## src/rtl/vsddeserializer_v1.sv

```systemverilog
// Serial-to-parallel word receiver: FRAME marks each word's MSB, bits arrive MSB first.
// Registered word output with single-cycle VALID/ERR pulses and a BUSY status flag.
module vsddeserializer_v1 #(
  parameter int unsigned WIDTH = 10
) (
  input  logic             clk,
  input  logic             rst_n,
  input  logic             FRAME,
  input  logic             SIN,
  output logic [WIDTH-1:0] OUTPUT,
  output logic             VALID,
  output logic             ERR,
  output logic             BUSY
);

  localparam int unsigned CW = (WIDTH > 1) ? $clog2(WIDTH) : 1;
  localparam logic [CW-1:0] LAST = CW'(WIDTH - 1);

  typedef enum logic {
    IDLE  = 1'b0,
    SHIFT = 1'b1
  } state_t;

  state_t           state;
  state_t           state_next;
  logic [CW-1:0]    cnt;
  logic [CW-1:0]    cnt_next;
  logic [WIDTH-1:0] sr;
  logic [WIDTH-1:0] sr_next;
  logic [WIDTH-1:0] out_next;
  logic             valid_next;
  logic             err_next;
  logic [WIDTH-1:0] shifted;

  assign shifted = {sr[WIDTH-2:0], SIN};

  // State register
  always_ff @(posedge clk or negedge rst_n) begin
    if (!rst_n) begin
      state <= IDLE;
    end else begin
      state <= state_next;
    end
  end

  // Next-state logic
  always_comb begin
    state_next = state;
    case (state)
      IDLE: begin
        if (FRAME) state_next = SHIFT;
      end
      SHIFT: begin
        if (!FRAME && (cnt == LAST)) state_next = IDLE;
      end
    endcase
  end

  // Datapath and output next values; a FRAME inside a word restarts it with an ERR pulse
  always_comb begin
    cnt_next   = cnt;
    sr_next    = sr;
    out_next   = OUTPUT;
    valid_next = 1'b0;
    err_next   = 1'b0;
    case (state)
      IDLE: begin
        if (FRAME) begin
          sr_next  = WIDTH'(SIN);
          cnt_next = CW'(1);
        end
      end
      SHIFT: begin
        if (FRAME) begin
          err_next = 1'b1;
          sr_next  = WIDTH'(SIN);
          cnt_next = CW'(1);
        end else if (cnt == LAST) begin
          out_next   = shifted;
          valid_next = 1'b1;
          cnt_next   = '0;
        end else begin
          sr_next  = shifted;
          cnt_next = cnt + CW'(1);
        end
      end
    endcase
  end

  // Datapath and output registers
  always_ff @(posedge clk or negedge rst_n) begin
    if (!rst_n) begin
      cnt    <= '0;
      sr     <= '0;
      OUTPUT <= '0;
      VALID  <= 1'b0;
      ERR    <= 1'b0;
      BUSY   <= 1'b0;
    end else begin
      cnt    <= cnt_next;
      sr     <= sr_next;
      OUTPUT <= out_next;
      VALID  <= valid_next;
      ERR    <= err_next;
      BUSY   <= (state_next == SHIFT);
    end
  end

endmodule

```

## config.mk

```make
export PLATFORM = sky130hd
export DESIGN_NAME = vsddeserializer_v1
export DESIGN_NICKNAME = d
export VERILOG_FILES = /design/src/rtl/vsddeserializer_v1.sv
export SDC_FILE = /design/constraint.sdc
export NUM_CORES = 1
export LEC_CHECK = 0
export ABC_CLOCK_PERIOD_IN_PS = 1800
export CAP_MARGIN = 5
export CORE_MARGIN = 3
export CORE_UTILIZATION = 30
export DETAILED_ROUTE_END_ITERATION = 6
export GPL_TIMING_DRIVEN = 0
export REMOVE_ABC_BUFFERS = 1
export SLEW_MARGIN = 10
export SYNTH_ARGS = -nofsm -noshare
export SYNTH_HDL_FRONTEND = slang
export SYNTH_SLANG_ARGS = --single-unit
```

## constraint.sdc

```tcl
create_clock -name clk -period 1.8 [get_ports clk]
set_input_delay 0.36 -clock clk [delete_from_list [all_inputs] [get_ports clk]]
set_output_delay 0.36 -clock clk [all_outputs]
set_load 0.01 [all_outputs]
```

==> summary.md, run 1 <==
| Metric | Value |
|---|---|
| Crit path DAT | `between 1500 and 2000 ps` |
| Max-slew violation count | `0` |
| P_int | `around 0.001 W` |
| Worst skew pair latency | `between 200 and 300 ps` |
| EDFF count, synth | `0` |
| Commonest non-fill, non-tap cell in the layout | `dfrtp_1` |
| Area share of the largest cell type after synthesis | `58.4%` |
| Critical Path RT | `1960 ps` |
| Top_reg_cell synth | `dfrtp_1` |
| Combinational share of power | `11.9%` |
| Design area | `around 1400 um^2` |
| Vias in the first global route | `between 600 and 700` |
| Largest net degree at the start of global routing | `27` |
| Die Ht | `67.0 um` |
| Post-Synth Adder-Cell Area | `2.24%` |
| CTS Buf Count | `3` |
| Core Area | `around 3500 um^2` |
| Row count | `21` |
| Area contributors post-synth | `dfrtp_1 (58%), mux2_4 (12%), a22o_1 (7.1%)` |
| Critical path buffers and inverters | `2` |
| CP Depth | `6` |
| Worst min-delay path category | `primary input to asynchronous set/reset pin` |
| Dpl cell area | `1300 um^2` |
| H-tree levels | `1` |
| Cell breakdown of the critical path | `inv_1, ha_1, nand3b_4, nor3_4, buf_4, mux2_4` |
| Setup violators final | `0` |
| Multiplexer share of the synthesized area | `14.1%` |
| Simple-gate portion of the synthesized area | `~8%` |
| Die X | `around 67 um` |
| Area grow syn2layout | `25.1%` |
| M1 GR Usage | `13.5%` |
| Max Clk Rate | `~0.58 GHz` |
| Antenna diodes | `0` |
| Util after Layout | `40.2%` |
| Remaining DRCs | `0` |
| Status | `complete, no violations` |
| First-pass GRT wire length | `about 3200 um` |
| Tmin final | `around 1700 ps` |
| Final ANT Viol Nets | `0` |
| CTS root buf | `clkbuf_8` |
| IO Port Bufs | `16` |
| Fin nets | `100` |
| CP max-delay cell | `dfrtp_1` |
| Sequential power share | `50.4%` |
| Sequential element share of the synthesized area | `approximately 60%` |
| Pwr Total | `between 0.001 and 0.0015 W` |
| Mean cell area of the mapped netlist | `between 15 and 20 um^2` |
| Worst path top cell family by delay | `flip-flops` |
| Share of cells above drive strength 1 | `between 20% and 30%` |
| Worst-path maximum fanout | `5` |
| Starting Density | `approximately 32%` |
| Max clock buf depth | `2` |
| Post-synth top area cell | `dfrtp_1` |
| Cells after synthesis | `74` |
| Yosys warnings | `0` |
| DR vias/cell | `4.55` |
| Worst-Margin Slew | `572 ps` |
| Reg2reg path depth | `6` |
| Full die area | `around 4500 um^2` |
| Initial antenna violation count | `0` |
| P_sw | `about 0.00028 W` |
| Global Route met2 Usage | `between 10% and 20%` |
| PD cells | `918 nW/um^2` |
| GRT Resource Usage Total | `a little under a tenth` |
| CP peak stage delay | `around 430 ps` |
| Library cells used by synthesis | `23` |
| Clock Power Share | `37.8%` |
| WL final | `roughly 1800 um` |
| Total clock sinks | `26` |
| Crit path kind | `register to register` |
| Leakage | `about 0.64 nW` |
| TritonCTS clock tree | `done` |
| Placer Congestion | `0.764` |
| First-pass iteration count of the detailed router | `4` |
| Initial DRC count | `just over 50` |
| Fin. Hold Viols | `0` |
| Yosys reg bits | `26` |
| VDD IR max | `around 0.67 mV` |
| Via count | `633` |
| Switch share | `a little over a fifth` |
| Clk slew on worst S/H paths | `~90 ps` |
| Total gr overflow | `0` |
| Async S/R FF share, synth | `100%` |
| Fill cells | `approximately 340` |
| Hold_buf cts | `0` |
| Most frequent cells in the layout | `dfrtp_1 (25), clkdlybuf4s50_1 (15), a22o_1 (9), mux2_4 (9), nand2_1 (4)` |
| GRT Max-Usage Layer | `met1` |
| GR Util met3 | `4.22%` |
| RSZ-0062 raised after global routing | `false` |
| Clock skew | `roughly 4.7 ps` |
| WL/cell | `about 13 um` |
| Post-DP HPWL | `1210 um` |
| Worst slew margin | `around three fifths` |
| Compound-Gate Fraction of Synth Area | `12.8%` |
| Largest family of logic cells by synthesized area | `multiplexers` |
| I/O pins | `17` |
| Final worst-path cycle share | `a little over nine tenths` |
| CP Capture Type | `register` |
| Type of origin of the critical path | `register` |
| XOR/XNOR Fraction of Synth Area | `0%` |
| Syn Std Cell Area | `~1100 um^2` |
| Max-Cap Viols | `0` |
==> sequential cells by signal, summed over array words and instances (netlist names) <==
name	flops
BUSY	1
ERR	1
OUTPUT	10
VALID	1
cnt	4
sr	9
==> Yosys cell counts, types with 2 or more instances <==
library cell	n
a22o_1	9
o21ai_0	3
nand2_1	4
dfrtp_1	26
a21oi_1	3
inv_1	3
ha_1	2
mux2_4	9
==> routing by layer <==
| layer | wire (um) | vias up |
|---|---|---|
| met1 | 887 | 310 |
| met3 | 106 | 2 |
| met4 | 11 | 0 |
| met2 | 779 | 16 |
| met5 | 0 | - |
| li1 | - | 305 |
==> power groups by stage <==
stage	clock [W]	combinational (W)	sequential, W
floorplan	0	0.0000752	0.000661
global placement	0	0.000151	0.000656
detailed placement	0	0.000153	0.000657
CTS	0.000495	0.000156	0.000646
global route	0.000523	0.000165	0.000653
finish	0.000484	0.000152	0.000645
==> path summary, 6_finish.rpt <==
check	to	slack, ps	startpoint
setup / recovery	OUTPUT[3]$_DFFE_PN0P_	70	cnt[1]$_DFFE_PN0P_
hold / removal	OUTPUT[9]$_DFFE_PN0P_	70	rst_n
setup reg to reg	OUTPUT[3]$_DFFE_PN0P_	70	cnt[1]$_DFFE_PN0P_
hold reg to reg	OUTPUT[9]$_DFFE_PN0P_	510	OUTPUT[9]$_DFFE_PN0P_
max in group asynchronous	BUSY$_DFF_PN0_	1320	rst_n
min in group clk	OUTPUT[9]$_DFFE_PN0P_	510	OUTPUT[9]$_DFFE_PN0P_
==> per-stage QoR <==
step	worst slack, ps	hold slack (ps)	std cells	setup TNS [ps]
3_5_place_dp	-476	491	133	-4460
6_report	70.8	67.2	139	0
4_1_cts	60.6	519	139	0
5_1_grt	6.04	95.0	139	0
3_3_place_gp	-453	491	133	-4200
2_1_floorplan	60.0	64.4	71	0
==> kinds of logic after synthesis <==
| family | count (synthesis) |
|---|---|
| muxes | 11 |
| DFF | 26 |
| adders and majority gates | 2 |
| and+or+nand+nor | 10 |
| AOI/OAI and AO/OA | 18 |
| buffers and inverters | 7 |
==> cell type report <==
| type | count | area (um^2) | share of cell area [%] |
|---|---|---|---|
| Tap cell | 46 | 57.6 | 4.13 |
| Timing Repair Buffer | 18 | 183 | 13.1 |
| Multi-Input combinational cell | 41 | 417 | 29.9 |
| Clock inverter | 1 | 30.0 | 2.15 |
| Clock buffer | 3 | 41.3 | 2.96 |
| Sequential cell | 26 | 652 | 46.7 |
| Inverter | 4 | 15.0 | 1.08 |
==> what timing repair did <==
item,CTS,global route
buffers inserted,2,0
pin swaps,1,1
endpoints found under the setup margin,11,4
gates resized for setup,1,0
(Power assumes the default switching activity.)
==> run 2, diff against run 1 <==
Settings changed: CTS_CLUSTER_SIZE set to 12, DONT_BUFFER_PORTS set to 1.
==> summary.md, run 2 (synthesized netlist as in run 1, its figures left out) <==
| Metric | Value |
|---|---|
| Area grow syn2layout | `12.1% (was 25.1%)` |
| Clock skew | `4.69 ps (was 4.72 ps)` |
| Leakage | `0.594 nW (was 0.643 nW)` |
| Most frequent cells in the layout | `dfrtp_1 (26), a22o_1 (9), mux2_4 (9) (was dfrtp_1 (25), clkdlybuf4s50_1 (15), a22o_1 (9), mux2_4 (9), nand2_1 (4))` |
| Final setup TNS | `0 ps (unchanged)` |
| Clk slew on worst S/H paths | `90 ps (about the same)` |
| Remaining DRCs | `0 (unchanged)` |
| CP Capture Type | `register (unchanged)` |
| Vias in the first global route | `639 (unchanged)` |
| R2R setup slack | `90 ps (was 70 ps)` |
| PD cells | `905 nW/um^2 (was 918 nW/um^2)` |
| Hold_sp | `FRAME` |
| Worst-Margin Slew | `420 ps (was 572 ps)` |
| Max clock buf depth | `2 (unchanged)` |
| Multi-input logic area | `419 um^2 (was 417 um^2)` |
| First-pass iteration count of the detailed router | `3 (was 4)` |
| Share of cells above drive strength 1 | `32.5% (was 26.9%)` |
| Worst min-delay path category | `primary input to register (was primary input to asynchronous set/reset pin)` |
| Pwr Total | `0.00113 W (was 0.00128 W)` |
| Fill cells | `351 (was 339)` |
| Post-DP HPWL | `1230 um (was 1210 um)` |
| Hold path cells | `1` |
| Total clock sinks | `26 (unchanged)` |
| CTS root buf | `clkbuf_8 (unchanged)` |
| TritonCTS clock tree | `done (unchanged)` |
| DR vias/cell | `4.58 (was 4.55)` |
| CTS Buf Count | `3 (unchanged)` |
| Final ANT Viol Nets | `0 (unchanged)` |
| Commonest non-fill, non-tap cell in the layout | `dfrtp_1 (unchanged)` |
| H-tree levels | `1 (unchanged)` |
| Full die area | `4480 um^2 (unchanged)` |
| Critical path buffers and inverters | `2 (unchanged)` |
| Antenna diodes | `0 (unchanged)` |
| Status | `complete, no violations (unchanged)` |
| CP peak stage delay | `430 ps (about the same)` |
| Final worst-path cycle share | `95.0% (was 96.1%)` |
| Starting Density | `32.1% (unchanged)` |
| Max-Cap Viols | `0 (unchanged)` |
| Tmin final | `1710 ps (was 1730 ps)` |
| Die Ht | `67.0 um (unchanged)` |
| Via count | `577 (was 633)` |
| Worst-path maximum fanout | `5 (unchanged)` |
| Max-slew violation count | `0 (unchanged)` |
| Reg-to-reg critical path endpoint | `OUTPUT[3]$_DFFE_PN0P_ (unchanged)` |
| Fin nets | `87 (was 100)` |
| Die X | `67.0 um (unchanged)` |
| Row count | `21 (unchanged)` |
| Worst path top cell family by delay | `flip-flops (unchanged)` |
| Initial DRC count | `18 (was 51)` |
| Worst slew margin | `72.0% (was 61.9%)` |
| CP max-delay cell | `dfrtp_1 (unchanged)` |
| FF/Latch Area | `651 um^2 (was 652 um^2)` |
| Core Area | `3470 um^2 (unchanged)` |
| Critical Path RT | `1960 ps (about the same)` |
| Setup violators final | `0 (unchanged)` |
| First-pass GRT wire length | `3110 um (was 3190 um)` |
| Worst skew pair latency | `260 ps (was 270 ps)` |
| WL final | `1850 um (was 1790 um)` |
| Hold EP | `cnt[2]$_DFFE_PN0P_` |
| Placed Cells incl. Taps | `117 (was 133)` |
| RSZ-0062 raised after global routing | `false (unchanged)` |
| Max FFs per register | `10 (unchanged)` |
| Reg with most FFs | `OUTPUT (unchanged)` |
| Fin. Hold Viols | `0 (unchanged)` |
| Reg2reg path depth | `6 (unchanged)` |
| Crit path kind | `register to register (unchanged)` |
| VDD IR max | `0.530 mV (was 0.669 mV)` |
| IO Port Bufs | `0 (was 16)` |
| Post-route insts no fill | `126 (was 139)` |
| Biggest regs | `OUTPUT: 10 flops, sr: 9 flops, cnt: 4 flops (unchanged)` |
| GRT Resource Usage Total | `9.31% (was 9.44%)` |
| Crit path DAT | `1870 ps (was 1890 ps)` |
| Largest net degree at the start of global routing | `27 (unchanged)` |
| Cell breakdown of the critical path | `inv_1, ha_2, nand3b_4, nor3_4, buf_4, mux2_4 (was inv_1, ha_1, nand3b_4, nor3_4, buf_4, mux2_4)` |
| Total gr overflow | `0 (unchanged)` |
| Worst R2R Start | `cnt[1]$_DFFE_PN0P_ (unchanged)` |
| WL/cell | `14.7 um (was 12.8 um)` |
| Initial antenna violation count | `0 (unchanged)` |
| Type of origin of the critical path | `register (unchanged)` |
| I/O pins | `17 (unchanged)` |
| Placer Congestion | `0.748 (was 0.764)` |
| Final hold slack | `154 ps (was 67.2 ps)` |
| Max Clk Rate | `0.585 GHz (was 0.578 GHz)` |
## run 2: changes by cell type in the layout (fill, tap and decap cells not counted)
cell             delta
dfrtp_2             -1
dlygate4sd3_1       +1
ha_2                +1
buf_2               -1
clkbuf_8            +1
dfrtp_1             +1
clkdlybuf4s50_1    -15
bufinv_16           -1
buf_4               +2
ha_1                -1
## run 2: layout make-up
cell class | instances | area share, %
inverters | 4 | 1.20
clock buffers | 4 | 4.40
repair buffers | 5 | 4.20
well taps | 46 | 4.60
flip-flops and latches | 26 | 52.1
multi-input cells | 41 | 33.5
## run 2: what timing repair did
item | in CTS | in global routing
setup buffers | 3 | 0
hold buffers | 2 | 0
resized for setup | 0 | 1
endpoints found under the setup margin | 10 | 2
pin swaps | 1 | 0
endpoints found under the hold margin | 26 | 0
## run 2: power breakdown
part	total (W)	switching, W	leakage (nW)	internal, W
Sequential	0.000659	0.0000413	0.344	0.000618
Clock	0.000367	0.000172	0.0288	0.000195
Combinational	0.000105	0.0000451	0.221	0.0000598
## run 2: layer usage
metal | track usage (%) | up-vias | wire length [um]
met3 | 5.06 | 2 | 145
met4 | 2.28 | 0 | 8
met2 | 12.7 | 13 | 844
met5 | 0 | - | 0
met1 | 12.7 | 285 | 851
li1 | - | 277 | -
## run 2: through the flow
| step | worst slack (ps) | instance area (um^2) | utilization, % |
|---|---|---|---|
| floorplan | 60.0 | 1080 | - |
| global placement | -130 | 1140 | 32.9 |
| detailed placement | -163 | 1140 | 32.9 |
| CTS | 76.8 | 1250 | 36.0 |
| global route | 30.8 | 1250 | 36.0 |
| finish | 89.3 | 1250 | 36.0 |
## run 2: how the worst max path moves through the flow
stage	start	to	cells past startpoint	slack, ps
after global placement	cnt[1]$_DFFE_PN0P_	OUTPUT[9]$_DFFE_PN0P_	5	-130
final	cnt[1]$_DFFE_PN0P_	OUTPUT[3]$_DFFE_PN0P_	6	90
after detailed placement	cnt[1]$_DFFE_PN0P_	OUTPUT[9]$_DFFE_PN0P_	5	-160
after global routing	cnt[1]$_DFFE_PN0P_	OUTPUT[7]$_DFFE_PN0P_	6	30
after CTS	cnt[1]$_DFFE_PN0P_	OUTPUT[2]$_DFFE_PN0P_	6	80
after floorplan	cnt[1]$_DFFE_PN0P_	OUTPUT[9]$_DFFE_PN0P_	5	60
==> run 3, diff against run 2 <==
Settings changed: ABC_CLOCK_PERIOD_IN_PS 1800 to 1450.
Clock period 1.8 ns to 1.45 ns, I/O delays scaled along.
==> summary.md, run 3 (synthesized netlist as in run 1, its figures left out) <==
| Metric | Value |
|---|---|
| Post-route insts no fill | `135 (was 126)` |
| Placer Congestion | `0.748 (unchanged)` |
| H-tree levels | `1 (unchanged)` |
| Share of cells above drive strength 1 | `41.6% (was 32.5%)` |
| Max-slew violation count | `0 (unchanged)` |
| P_int | `0.00111 W (was 0.000873 W)` |
| FF/Latch Area | `652 um^2 (was 651 um^2)` |
| CP peak stage delay | `400 ps (was 430 ps)` |
| Core Area | `3470 um^2 (unchanged)` |
| Crit path kind | `register to register (unchanged)` |
| Largest net degree at the start of global routing | `27 (unchanged)` |
| GRT Resource Usage Total | `9.77% (was 9.31%)` |
| Initial DRC count | `16 (was 18)` |
| First-pass GRT wire length | `3260 um (was 3110 um)` |
| Remaining DRCs | `0 (unchanged)` |
| Status | `complete, but fails checks (was complete, no violations)` |
| Final worst-path cycle share | `105% (was 95.0%)` |
| RSZ-0062 raised after global routing | `true (was false)` |
| Tmin final | `1520 ps (was 1710 ps)` |
| Multi-input logic area | `433 um^2 (was 419 um^2)` |
| Area grow syn2layout | `20.5% (was 12.1%)` |
| Die X | `67.0 um (unchanged)` |
| Full die area | `4480 um^2 (unchanged)` |
| Vias in the first global route | `677 (was 639)` |
| Worst-Margin Slew | `268 ps (was 420 ps)` |
| Post-DP HPWL | `1230 um (unchanged)` |
| R2R setup slack | `-70 ps (was 90 ps)` |
| First-pass iteration count of the detailed router | `4 (was 3)` |
| Biggest regs | `OUTPUT: 10 flops, sr: 9 flops, cnt: 4 flops (unchanged)` |
| Worst min-delay path category | `primary input to register (unchanged)` |
| PnR worst setup slack | `-73.7 ps (was 89.3 ps)` |
| Clock skew | `4.84 ps (was 4.69 ps)` |
| WL final | `1990 um (was 1850 um)` |
| Critical Path RT | `1610 ps (was 1960 ps)` |
| Via count | `629 (was 577)` |
| Commonest non-fill, non-tap cell in the layout | `dfrtp_1 (unchanged)` |
| Reg with most FFs | `OUTPUT (unchanged)` |
| Reg2reg path depth | `6 (unchanged)` |
| Final hold slack | `81.8 ps (was 154 ps)` |
| Initial antenna violation count | `0 (unchanged)` |
| Type of origin of the critical path | `register (unchanged)` |
| TritonCTS clock tree | `done (unchanged)` |
| Combinational share of power | `12.1% (was 9.3%)` |
| CP endpoint | `OUTPUT[3]$_DFFE_PN0P_ (unchanged)` |
| Antenna diodes | `0 (unchanged)` |
| Critical Path Source | `cnt[1]$_DFFE_PN0P_ (unchanged)` |
| Worst slew margin | `82.1% (was 72.0%)` |
| Clk slew on worst S/H paths | `90 ps (about the same)` |
| Worst-path maximum fanout | `4 (was 5)` |
| Max FFs per register | `10 (unchanged)` |
| Clock Power Share | `31.5% (was 32.5%)` |
| Dpl ws | `-513 ps (was -163 ps)` |
| Leakage | `0.642 nW (was 0.594 nW)` |
| Hold path cells | `1 (unchanged)` |
| VDD IR max | `0.648 mV (was 0.530 mV)` |
| Reg-to-reg critical path endpoint | `OUTPUT[3]$_DFFE_PN0P_ (unchanged)` |
| Failing checks | `setup timing` |
| Fill cells | `341 (was 351)` |
| Crit path DAT | `1680 ps (was 1870 ps)` |
| Fin nets | `96 (was 87)` |
| Sequential power share | `56.4% (was 58.2%)` |
| Die Ht | `67.0 um (unchanged)` |
| I/O pins | `17 (unchanged)` |
| Row count | `21 (unchanged)` |
| P_sw | `0.000331 W (was 0.000259 W)` |
| Total clock sinks | `26 (unchanged)` |
| Final ANT Viol Nets | `0 (unchanged)` |
| Total gr overflow | `0 (unchanged)` |
| Cell breakdown of the critical path | `inv_2, ha_4, nand3b_4, nor3_4, buf_6, mux2_4 (was inv_1, ha_2, nand3b_4, nor3_4, buf_4, mux2_4)` |
| Starting Density | `32.1% (unchanged)` |
| Final setup TNS | `-622 ps (was 0 ps)` |
| Util after Layout | `38.7% (was 36.0%)` |
| CP max-delay cell | `dfrtp_1 (unchanged)` |
| Max clock buf depth | `2 (unchanged)` |
| Worst R2R Start | `cnt[1]$_DFFE_PN0P_ (unchanged)` |
| PD cells | `1070 nW/um^2 (was 905 nW/um^2)` |
| Setup violators final | `11 (was 0)` |
| Worst skew pair latency | `260 ps (about the same)` |
| Fin. Hold Viols | `0 (unchanged)` |
| WL/cell | `14.7 um (about the same)` |
| Placed Cells incl. Taps | `117 (unchanged)` |
| CTS root buf | `clkbuf_8 (unchanged)` |
| CTS Buf Count | `3 (unchanged)` |
| CP Capture Type | `register (unchanged)` |
| Max Clk Rate | `0.656 GHz (was 0.585 GHz)` |
| Max-Cap Viols | `0 (unchanged)` |
| IO Port Bufs | `0 (unchanged)` |
| DR vias/cell | `4.66 (was 4.58)` |
| Switch share | `22.9% (about the same)` |
| Most frequent cells in the layout | `dfrtp_1 (25), mux2_4 (10), a22o_1 (9), buf_4 (9) (was dfrtp_1 (26), a22o_1 (9), mux2_4 (9))` |
-- run 3: worst min path at each step --
stage	startpoint	endpoint	slack (ps)
after floorplan	rst_n	BUSY$_DFF_PN0_	-6
after global placement	rst_n	OUTPUT[9]$_DFFE_PN0P_	-5
after detailed placement	rst_n	OUTPUT[8]$_DFFE_PN0P_	-5
after CTS	FRAME	cnt[2]$_DFFE_PN0P_	80
after global routing	FRAME	cnt[2]$_DFFE_PN0P_	70
final	FRAME	cnt[2]$_DFFE_PN0P_	80
-- run 3: worst max-delay path, delay by kind of cell, from the launching register on --
kind / cells / cell delay (ps)
flops: 1 / 400
simple gates: 2 / 340
mux: 1 / 300
buf+inv: 2 / 250
fa+ha+maj: 1 / 140
-- run 3: metal layers --
| layer | global-route usage [%] | share of wire, % |
|---|---|---|
| met5 | 0 | 0 |
| met2 | 14.5 | 48 |
| met1 | 12.7 | 44 |
| met4 | 2.03 | 0.40 |
| met3 | 5.06 | 7.0 |
-- run 3: cell type report --
type,instances,share of cell area (%)
Timing Repair Buffer,14,9.78
Tap cell,46,4.28
Clock buffer,4,4.10
Sequential cell,26,48.5
Multi-Input combinational cell,41,32.2
Inverter,4,1.12
-- run 3: timing repair --
action / in CTS / in global routing
hold buffers: 2 / 0
setup endpoints to repair: 21 / 19
pin swaps: 2 / 1
resized for setup: 8 / 0
setup buffers: 11 / 1
endpoints found under the hold margin: 26 / 0
-- run 3: power groups by stage --
stage               logic [W]  clock network (W)  registers, W
floorplan           0.0000934                  0      0.000820
global placement     0.000101                  0      0.000830
detailed placement   0.000106                  0      0.000832
CTS                  0.000171           0.000463      0.000815
global route         0.000192           0.000500      0.000821
finish               0.000175           0.000455      0.000814
-- run 3: metrics by stage --
| step | total power, W | area [um^2] |
|---|---|---|
| 2_1_floorplan | 0.000913 | 1080 |
| 3_3_place_gp | 0.000931 | 1140 |
| 3_5_place_dp | 0.000937 | 1140 |
| 4_1_cts | 0.00145 | 1340 |
| 5_1_grt | 0.00151 | 1340 |
| 6_report | 0.00144 | 1340 |
